--- src/rtl/wb_burst_master.sv ---
// ---------------------------------------------------------------------------
// wb_burst_master
//
// Wishbone B3 classic-cycle initiator. Takes one command at a time
// (address, direction, beat count) and runs a single or incrementing
// multi-beat cycle on the Wishbone bus. Write data is taken from the head of
// a show-ahead FIFO. Read data is returned one beat at a time on rsp_*.
//
// Optional feature macro: WB_MASTER_TIMEOUT_EN
//   Defined   : a beat that stalls TIMEOUT cycles without ack/err is aborted
//               exactly like a wb_err_i termination.
//   Undefined : the master waits indefinitely for ack/err.
//
// Ports
//   wb_clk_i, wb_resetn   clock, synchronous active-low reset
//   cmd_valid/cmd_ready   command handshake
//   cmd_we/adr/sel/len    direction, start byte address, byte select,
//                         beats minus one
//   wdat_i, wdat_rd       write FIFO head and pop strobe
//   rsp_valid, rsp_data   one pulse per acked read beat
//   done, err             one-cycle end-of-command pulse, err on abort
//   wb_*                  Wishbone initiator signals
//   dbg_state             current FSM state (S_IDLE=0, S_BUS=1, S_END=2)
//
// Handshake: a command transfers on a rising edge where cmd_valid and
// cmd_ready are both high. cmd_ready depends only on state and reset, never
// on cmd_valid. A source that sees cmd_ready low keeps cmd_valid and the
// command fields stable until the transfer edge.
// ---------------------------------------------------------------------------
module wb_burst_master #(
  parameter int AW      = 26,
  parameter int DW      = 32,
  parameter int LEN_W   = 8,
  parameter int TIMEOUT = 255
) (
  input  logic              wb_clk_i,
  input  logic              wb_resetn,
  input  logic              cmd_valid,
  output logic              cmd_ready,
  input  logic              cmd_we,
  input  logic [AW-1:0]     cmd_adr,
  input  logic [DW/8-1:0]   cmd_sel,
  input  logic [LEN_W-1:0]  cmd_len,
  input  logic [DW-1:0]     wdat_i,
  output logic              wdat_rd,
  output logic              rsp_valid,
  output logic [DW-1:0]     rsp_data,
  output logic              done,
  output logic              err,
  output logic              wb_cyc_o,
  output logic              wb_stb_o,
  output logic              wb_we_o,
  output logic [AW-1:0]     wb_adr_o,
  output logic [DW/8-1:0]   wb_sel_o,
  output logic [DW-1:0]     wb_dat_o,
  input  logic [DW-1:0]     wb_dat_i,
  input  logic              wb_ack_i,
  input  logic              wb_err_i,
  output logic [1:0]        dbg_state
);

  localparam int SW = DW / 8;

  typedef enum logic [1:0] {
    S_IDLE = 2'd0,
    S_BUS  = 2'd1,
    S_END  = 2'd2
  } state_t;

  state_t           state;
  state_t           state_nxt;
  logic             we_r;
  logic [AW-1:0]    adr_r;
  logic [SW-1:0]    sel_r;
  logic [LEN_W-1:0] cnt;
  logic             err_flag;

  logic in_bus;
  logic tmo_hit;
  logic beat_ok;
  logic abort;

  assign in_bus = (state == S_BUS);

`ifdef WB_MASTER_TIMEOUT_EN
  localparam int TW = (TIMEOUT < 2) ? 1 : $clog2(TIMEOUT + 1);
  logic [TW-1:0] tmo_cnt;

  // Fires on the TIMEOUT-th consecutive stalled cycle of a beat.
  assign tmo_hit = in_bus && !wb_ack_i && !wb_err_i &&
                   (tmo_cnt == TW'(TIMEOUT - 1));

  always_ff @(posedge wb_clk_i) begin
    if (!wb_resetn) begin
      tmo_cnt <= '0;
    end else if (!in_bus || wb_ack_i || wb_err_i) begin
      tmo_cnt <= '0;
    end else begin
      tmo_cnt <= tmo_cnt + 1'b1;
    end
  end
`else
  logic [31:0] unused_timeout;
  assign unused_timeout = 32'(TIMEOUT);
  assign tmo_hit        = 1'b0;
`endif

  // A successful beat never coincides with an error; err wins over ack.
  assign beat_ok = in_bus && wb_ack_i && !wb_err_i && !tmo_hit;
  assign abort   = in_bus && (wb_err_i || tmo_hit);

  always_comb begin
    state_nxt = state;
    cmd_ready = 1'b0;
    wb_cyc_o  = 1'b0;
    wb_stb_o  = 1'b0;
    wb_we_o   = 1'b0;
    wb_adr_o  = '0;
    wb_sel_o  = '0;
    wb_dat_o  = '0;
    wdat_rd   = 1'b0;
    done      = 1'b0;
    err       = 1'b0;
    dbg_state = state;

    case (state)
      S_IDLE: begin
        cmd_ready = wb_resetn;
        if (cmd_valid) state_nxt = S_BUS;
      end
      S_BUS: begin
        wb_cyc_o = 1'b1;
        wb_stb_o = 1'b1;
        wb_we_o  = we_r;
        wb_adr_o = adr_r;
        wb_sel_o = sel_r;
        wb_dat_o = we_r ? wdat_i : '0;
        wdat_rd  = beat_ok && we_r;
        if (abort) begin
          state_nxt = S_END;
        end else if (beat_ok && (cnt == '0)) begin
          state_nxt = S_END;
        end
      end
      S_END: begin
        done      = 1'b1;
        err       = err_flag;
        state_nxt = S_IDLE;
      end
      default: state_nxt = S_IDLE;
    endcase
  end

  always_ff @(posedge wb_clk_i) begin
    if (!wb_resetn) begin
      state     <= S_IDLE;
      we_r      <= 1'b0;
      adr_r     <= '0;
      sel_r     <= '0;
      cnt       <= '0;
      err_flag  <= 1'b0;
      rsp_valid <= 1'b0;
      rsp_data  <= '0;
    end else begin
      state     <= state_nxt;
      rsp_valid <= beat_ok && !we_r;
      if (beat_ok && !we_r) rsp_data <= wb_dat_i;

      case (state)
        S_IDLE: begin
          if (cmd_valid) begin
            we_r     <= cmd_we;
            adr_r    <= cmd_adr;
            sel_r    <= cmd_sel;
            cnt      <= cmd_len;
            err_flag <= 1'b0;
          end
        end
        S_BUS: begin
          if (abort) begin
            err_flag <= 1'b1;
          end else if (beat_ok && (cnt != '0)) begin
            // Address wraps naturally at 2^AW.
            cnt   <= cnt - 1'b1;
            adr_r <= adr_r + AW'(SW);
          end
        end
        default: ;
      endcase
    end
  end

endmodule

--- config.mk ---
export PLATFORM = sky130hd
export DESIGN_NAME = wb_burst_master
export DESIGN_NICKNAME = d
export VERILOG_FILES = /design/src/rtl/wb_burst_master.sv
export SDC_FILE = /design/constraint.sdc
export NUM_CORES = 1
export LEC_CHECK = 0
export ABC_AREA = 1
export CELL_PAD_IN_SITES_DETAIL_PLACEMENT = 1
export CELL_PAD_IN_SITES_GLOBAL_PLACEMENT = 1
export CORE_ASPECT_RATIO = 1.2
export CORE_MARGIN = 2
export CORE_UTILIZATION = 26
export DETAILED_ROUTE_END_ITERATION = 8
export PLACE_DENSITY = 0.79
export SETUP_SLACK_MARGIN = 0.3
export SYNTH_ARGS = -nofsm -noshare
export SYNTH_HDL_FRONTEND = slang
export SYNTH_SLANG_ARGS = --single-unit
--- constraint.sdc ---
create_clock -name wb_clk_i -period 1.65 [get_ports wb_clk_i]
set_clock_uncertainty 0.05 [all_clocks]
set_input_delay 0.2475 -clock wb_clk_i [delete_from_list [all_inputs] [get_ports wb_clk_i]]
set_output_delay 0.2475 -clock wb_clk_i [all_outputs]
set_load 0.05 [all_outputs]
==> results of run 1 <==
repair_timing:
item                                    4_1_cts  5_1_grt
cloned                                        9        4
gates resized for setup                      60      251
endpoints found under the setup margin      134      145
setup buffers                                11       16
pin swaps                                    11       55
routing by layer:
layer / vias to the layer above / global-route usage [%] / part of all wire (%)
met2: 227 / 42.5 / 54
met4: 0 / 5.75 / 3.1
met1: 2896 / 24.9 / 36
met3: 61 / 4.69 / 6.4
met5: - / 0 / 0
li1: 2765 / - / -
area by class of cell:
| type | count | area (um^2) | area share, % |
|---|---|---|---|
| tap | 212 | 265 | 2.69 |
| clock inverter | 7 | 66.3 | 0.672 |
| sequential | 75 | 1530 | 15.5 |
| inverter | 53 | 225 | 2.28 |
| multi-input combinational | 539 | 3840 | 38.9 |
| clock buffer | 9 | 225 | 2.28 |
| timing repair buffer | 282 | 3720 | 37.7 |
path summary, 6_finish.rpt:
path / from / endpoint / slack, ns / depth (start not counted)
max: cnt[5] / cnt[4] / -0.09 / 9
min: wb_resetn / adr_r[4] / 0.38 / 3
max reg2reg: cnt[5] / cnt[4] / -0.09 / 9
min reg2reg: rsp_data[18] / rsp_data[18] / 0.44 / 2
kinds of logic after synthesis:
| group | synth area share (%) |
|---|---|
| AO/OA/AOI/OAI | 11.9 |
| XOR/XNOR | 0.614 |
| adder cells (fa/ha/maj) | 0.877 |
| buffers and inverters | 9.67 |
| flip-flops | 35.1 |
| multiplexers | 0.701 |
| AND/OR/NAND/NOR | 41.2 |
critical path: cells and delay by family (launching register included):
kind	cells	cell delay (ns)
and+or+nand+nor	3	0.39
buffers and inverters	3	0.42
DFF	1	0.36
AOI/OAI and AO/OA	3	0.38
power by group through the flow:
stage	combinational (W)	clock (W)	sequential, W
2_1_floorplan	0.00109	0	0.00214
3_3_place_gp	0.00189	0	0.00211
3_5_place_dp	0.00193	0	0.00211
4_1_cts	0.00219	0.00203	0.00208
5_1_grt	0.00274	0.00215	0.00214
6_report	0.00259	0.00202	0.00213
flip-flops by register name, indices dropped and copies added, names as in the netlist:
name and count:
err_flag 1, we_r 1, cnt 8, adr_r 26, rsp_data 32, sel_r 4, rsp_valid 1, dbg_state 2
per-stage QoR:
| step | worst slack, ns | hold WS (ns) | util, % | cell area [um^2] |
|---|---|---|---|---|
| CTS | -0.0784 | 0.382 | 54.0 | 8740 |
| global route | -0.166 | 0.404 | 60.9 | 9870 |
| global placement | -0.0830 | 0.398 | 48.8 | 7920 |
| floorplan | 0.0314 | 0.360 | - | 4890 |
| detailed placement | -0.120 | 0.403 | 48.8 | 7920 |
| finish | -0.0930 | 0.385 | 60.9 | 9870 |
cells in the mapped netlist (all sizes together) (8+ instances only):
| library cell | n |
|---|---|
| a21oi | 48 |
| nor3 | 8 |
| dfxtp | 75 |
| nand2 | 187 |
| o21ai | 50 |
| inv | 53 |
| clkbuf | 18 |
| buf | 24 |
| nand3 | 67 |
| nor2 | 157 |
==> metrics, run 1 <==
# port buffers about 210; Layout Cells excl Fill roughly 1200; synth unique cells 32; Max Cap Violations 0; synthesized cell area approximately 4300 um^2; worst skew pair latency around 0.34 ns; Worst-path clk slew 0.07 ns; vias 5949; total die area between 15000 and 20000 um^2; sequential fraction of the synthesis area a little over a third; placed cell count between 1000 and 1500; FFs w/ async S/R, synth 0%; via count of the first global-routing pass 5884; Net Sw Power roughly 0.0026 W; GR Overflow Total 0; Rel. slew slack between 70% and 80%; Die W around 120 um; DRC Markers 0; Post-Synthesis Cells approximately 710; RSZ-0062 raised after global routing true; crit-path max FO 6; post-route setup TNS -3.56 ns; initial antenna violation count 0; Clk pwr share between 30% and 40%; share of cells above drive strength 1 between 40% and 50%; final worst path period need around 1.7 ns; commonest non-fill, non-tap cell in the layout nand2_1; status finished, violations left; Arrival @ worst endpoint ~1.9 ns; max incr delay on CP 0.36 ns; drt pass-1 iters 4; Synth top area share 35.1%; Post-synth EDFFs 0; Worst Path Required between 1.5 and 2 ns; largest net degree at the start of global routing 33; Final Setup Violations 71; Sw Share 38.0%; Hold-fix buffers, CTS 0; Yosys top cell by area dfxtp_1; combinational share of power between 30% and 40%; slowest cell on the critical path dfxtp_2; Final Worst Setup Slack -0.0930 ns; Hold Crit Class primary input to flip-flop; number of synthesis warnings 0; top post-synthesis cells by area dfxtp_1 35%, nand2_1 16%, nor2_1 14%; first-pass GRT wire length approximately 30000 um; Leakage around 3.6 nW; clock sink count 75; row count 51; GRT Total Usage about 22%; fin crit share 106%; Peak VDD IR ~0.45 mV; failing checks negative setup slack; Tot Pwr 0.00674 W; CP endpoint kind flip-flop; H-tree levels 3; most frequent cells in the layout 134 x nand2_1, 106 x clkdlybuf4s50_1, 83 x buf_12, 82 x nor2_4, 67 x buf_4; startpoint types flip-flop; PD cells 683 nW/um^2; Mapped Avg Cell Area ~6.1 um^2; Detail Placement HPWL approximately 13000 um; routability congestion estimate 0.815; per-cell routed wire length 20.8 um; Starting Density 26.4%; Int Pwr between 0.004 and 0.005 W; initial drt markers between 200 and 300; Ports 212; area grow syn2layout 130%; Post-Route WL approximately 24000 um; antenna cell count 0; fmax around 570 MHz; Final Max Slew Viols 0; CTS tree yes; Crit Path Class flip-flop to flip-flop; Worst-Margin Slew approximately 0.36 ns; CTS Buf Count 9; crit path cell chain nor2_2, nand2_2, o21ai_4, nand2_4, buf_12, buf_12, buf_16, o21ai_4, a21oi_2; final hold violations 0; core area approximately 16000 um^2; Die Span Y between 100 and 150 um; root buffer cell clkbuf_16; Synth Flop Type dfxtp_1; Filler cells roughly 1800; sequential power share 31.5%; Final ANT Viol Nets 0; clock tree buffer depth 2; Syn Nets a little over 800; routed vias/inst 5.05; fin nets around 1100; register bit total from synthesis 75
No activity file was read; power rests on OpenSTA's default activity.
==> run 2, diff against run 1 <==
--- a/config.mk
+++ b/config.mk
@@ -9,7 +9,7 @@
 export CELL_PAD_IN_SITES_DETAIL_PLACEMENT = 1
 export CELL_PAD_IN_SITES_GLOBAL_PLACEMENT = 1
 export CORE_ASPECT_RATIO = 1.2
-export CORE_MARGIN = 2
+export CORE_MARGIN = 3
 export CORE_UTILIZATION = 26
 export DETAILED_ROUTE_END_ITERATION = 8
 export PLACE_DENSITY = 0.79
@@ -17,3 +17,4 @@
 export SYNTH_ARGS = -nofsm -noshare
 export SYNTH_HDL_FRONTEND = slang
 export SYNTH_SLANG_ARGS = --single-unit
+export TNS_END_PERCENT = 5
==> run 2 against run 1 <==
Sequential share of layout area rose by 2.0 points. Worst setup slack improved by 0.018 ns. Total power fell by 9.1%. Die area rose by 3.1%. Sequential power fell by 2%. Non-clock buffer count fell by 22. Register-to-register slack improved by 0.14 ns. Via count fell by 7.5%. Critical path type is now flip-flop to output port. Global-route usage fell by 1.5 points. The run still ends with negative setup slack left. Clock power fell by 5%. Largest cell class is now buffers.
==> metrics, run 2 (same netlist as run 1, synthesis figures left out) <==
CP top delay family flip-flops (was buffers and inverters); share of cells above drive strength 1 33.3% (was 47.2%); Hold Crit Depth 2 (was 3); crit-path max FO 7 (was 6); Rel. slew slack 76.7% (was 75.7%); crit path cell chain nand2_4, buf_6, nor2_4, buf_12 (was nor2_2, nand2_2, o21ai_4, nand2_4, buf_12, buf_12, buf_16, o21ai_4, a21oi_2); Final Setup Violations 61 (was 71); PD cells 700 nW/um^2 (was 683 nW/um^2); Worst-Margin Slew 0.349 ns (was 0.362 ns); Max Cap Violations 0 (unchanged); largest net degree at the start of global routing 37 (was 33); WP buf/inv 2 (was 3); first-pass GRT wire length 30000 um (was 30700 um); commonest non-fill, non-tap cell in the layout nand2_1 (unchanged); initial drt markers 113 (was 265); # port buffers 211 (unchanged); Worst Hold End rsp_data[26] (was adr_r[4]); CP endpoint kind output port (was flip-flop); antenna cell count 0 (unchanged); Biggest register rsp_data (unchanged); startpoint types flip-flop (unchanged); worst r2r src dbg_state[1] (was cnt[5]); slowest cell on the critical path dfxtp_4 (was dfxtp_2); Post-Route WL 19100 um (was 24400 um); Worst Path Required 1.35 ns (was 1.82 ns); CTS tree yes (unchanged); Register Area 1530 um^2 (unchanged); worst reg2reg path depth 10 (was 9); Peak VDD IR 0.535 mV (was 0.450 mV); fmax 580 MHz (was 574 MHz); R2R setup slack 0.05 ns (was -0.09 ns); final core occ 55.0% (was 60.9%); Largest regs rsp_data (32), adr_r (26), cnt (8) (unchanged); H-tree levels 3 (unchanged); fin nets 1049 (was 1071); CTS Buf Count 9 (unchanged); root buffer cell clkbuf_16 (unchanged); Arrival @ worst endpoint 1.43 ns (was 1.91 ns); RR Endpoint adr_r[3] (was cnt[4]); fin crit share 105% (was 106%); post-route setup TNS -2.58 ns (was -3.56 ns); routability congestion estimate 0.771 (was 0.815); min-delay src rsp_data[26] (was wb_resetn); Placed Area 7890 um^2 (was 7920 um^2); Final ANT Viol Nets 0 (unchanged); failing checks negative setup slack (unchanged); Die W 123 um (was 121 um); DRC Markers 0 (unchanged); Crit Path Class flip-flop to output port (was flip-flop to flip-flop); Worst-path clk slew 0.06 ns (was 0.07 ns); Final Worst Setup Slack -0.0747 ns (was -0.0930 ns); Final Max Slew Viols 0 (unchanged); vias 5502 (was 5949); Leakage 3.31 nW (was 3.65 nW); via count of the first global-routing pass 5861 (was 5884); Filler cells 1892 (was 1757); RSZ-0062 raised after global routing true (unchanged); Starting Density 27.0% (was 26.4%); Hold Crit Class flip-flop to flip-flop (was primary input to flip-flop); GRT Total Usage 20.8% (was 22.3%); Die Span Y 147 um (was 145 um); clock sink count 75 (unchanged); clock tree buffer depth 2 (unchanged); worst skew pair latency 0.35 ns (was 0.34 ns); drt pass-1 iters 4 (unchanged); Detail Placement HPWL 13800 um (was 13400 um); area of the multi-input gates 3110 um^2 (was 3840 um^2); final hold violations 0 (unchanged); placed cell count 1120 (was 1121); row count 50 (was 51); final worst path period need 1.72 ns (was 1.74 ns); status finished, violations left (unchanged); per-cell routed wire length 16.6 um (was 20.8 um); max incr delay on CP 0.45 ns (was 0.36 ns); GR Overflow Total 0 (unchanged); initial antenna violation count 0 (unchanged); Layout Cells excl Fill 1151 (was 1177); most frequent cells in the layout 175 x nand2_1, 107 x clkdlybuf4s50_1, 82 x buf_12, 74 x nor2_1, 72 x nor2_4 (was 134 x nand2_1, 106 x clkdlybuf4s50_1, 83 x buf_12, 82 x nor2_4, 67 x buf_4); Final Cell Area 8750 um^2 (was 9870 um^2); Ports 212 (unchanged); Largest register FFs 32 (unchanged); core area 15900 um^2 (was 16200 um^2); total die area 18100 um^2 (was 17500 um^2); routed vias/inst 4.78 (was 5.05); area grow syn2layout 104% (was 130%); Stages on worst setup path 4 (was 9)
## run 2: cell count changes in the layout (fill, tap and decap cells not counted), moves of 12 or more
cell     change
o21ai_2     -14
nand2_4     -42
nand2_1     +41
a21oi_2     -32
a21oi_1     +32
buf_4       -14
nor2_1      +13
o21ai_1     +12
## run 2: worst max-delay path by stage
stage	start	to	slack, ns
floorplan	dbg_state[0]	wb_adr_o[0]	0.03
global placement	wb_ack_i	wdat_rd	-0.05
detailed placement	wb_ack_i	adr_r[20]	-0.09
global route	dbg_state[0]	wb_adr_o[10]	-0.12
finish	dbg_state[0]	wb_adr_o[15]	-0.07
CTS	dbg_state[0]	wb_adr_o[12]	-0.08
## run 2: per-stage QoR
| stage | hold slack [ns] | total power, W | worst slack, ns |
|---|---|---|---|
| floorplan | 0.362 | 0.00320 | 0.0314 |
| global placement | 0.398 | 0.00399 | -0.0504 |
| detailed placement | 0.403 | 0.00402 | -0.0896 |
| CTS | 0.417 | 0.00613 | -0.0843 |
| global route | 0.435 | 0.00646 | -0.121 |
| finish | 0.418 | 0.00613 | -0.0747 |
## run 2: final cells by class
class / count / area share [%]
Clock buffer: 9 / 2.57
Clock inverter: 7 / 0.672
Inverter: 53 / 2.53
Multi-Input combinational cell: 539 / 35.5
Sequential cell: 75 / 17.5
Tap cell: 208 / 2.98
Timing Repair Buffer: 260 / 38.2
## run 2: per-layer routing
| layer | share of wire [%] | up-vias | wire length [um] | track usage [%] |
|---|---|---|---|---|
| li1 | - | 2709 | - | - |
| met1 | 38 | 2621 | 7330 | 23.1 |
| met2 | 54 | 155 | 10200 | 39.2 |
| met3 | 6.7 | 17 | 1270 | 4.84 |
| met4 | 1.3 | 0 | 246 | 4.54 |
| met5 | 0 | - | 0 | 0 |
## run 2: power by group
part / switching [W] / internal, W
combinational: 0.00117 / 0.000951
sequential: 0.000145 / 0.00195
clock: 0.000874 / 0.00104
## run 2: tightest hold or removal path, cell delays in order (launching register included)
cell     delay [ns]
dfxtp_1        0.31
nand2_1        0.06
a21oi_1        0.05
## run 2: timing repair
action,in CTS,in global routing
setup endpoints to repair,135,144
pin swaps,42,25
setup buffers,10,1
gates cloned,2,2
hold buffers,0,0
resized for setup,78,41
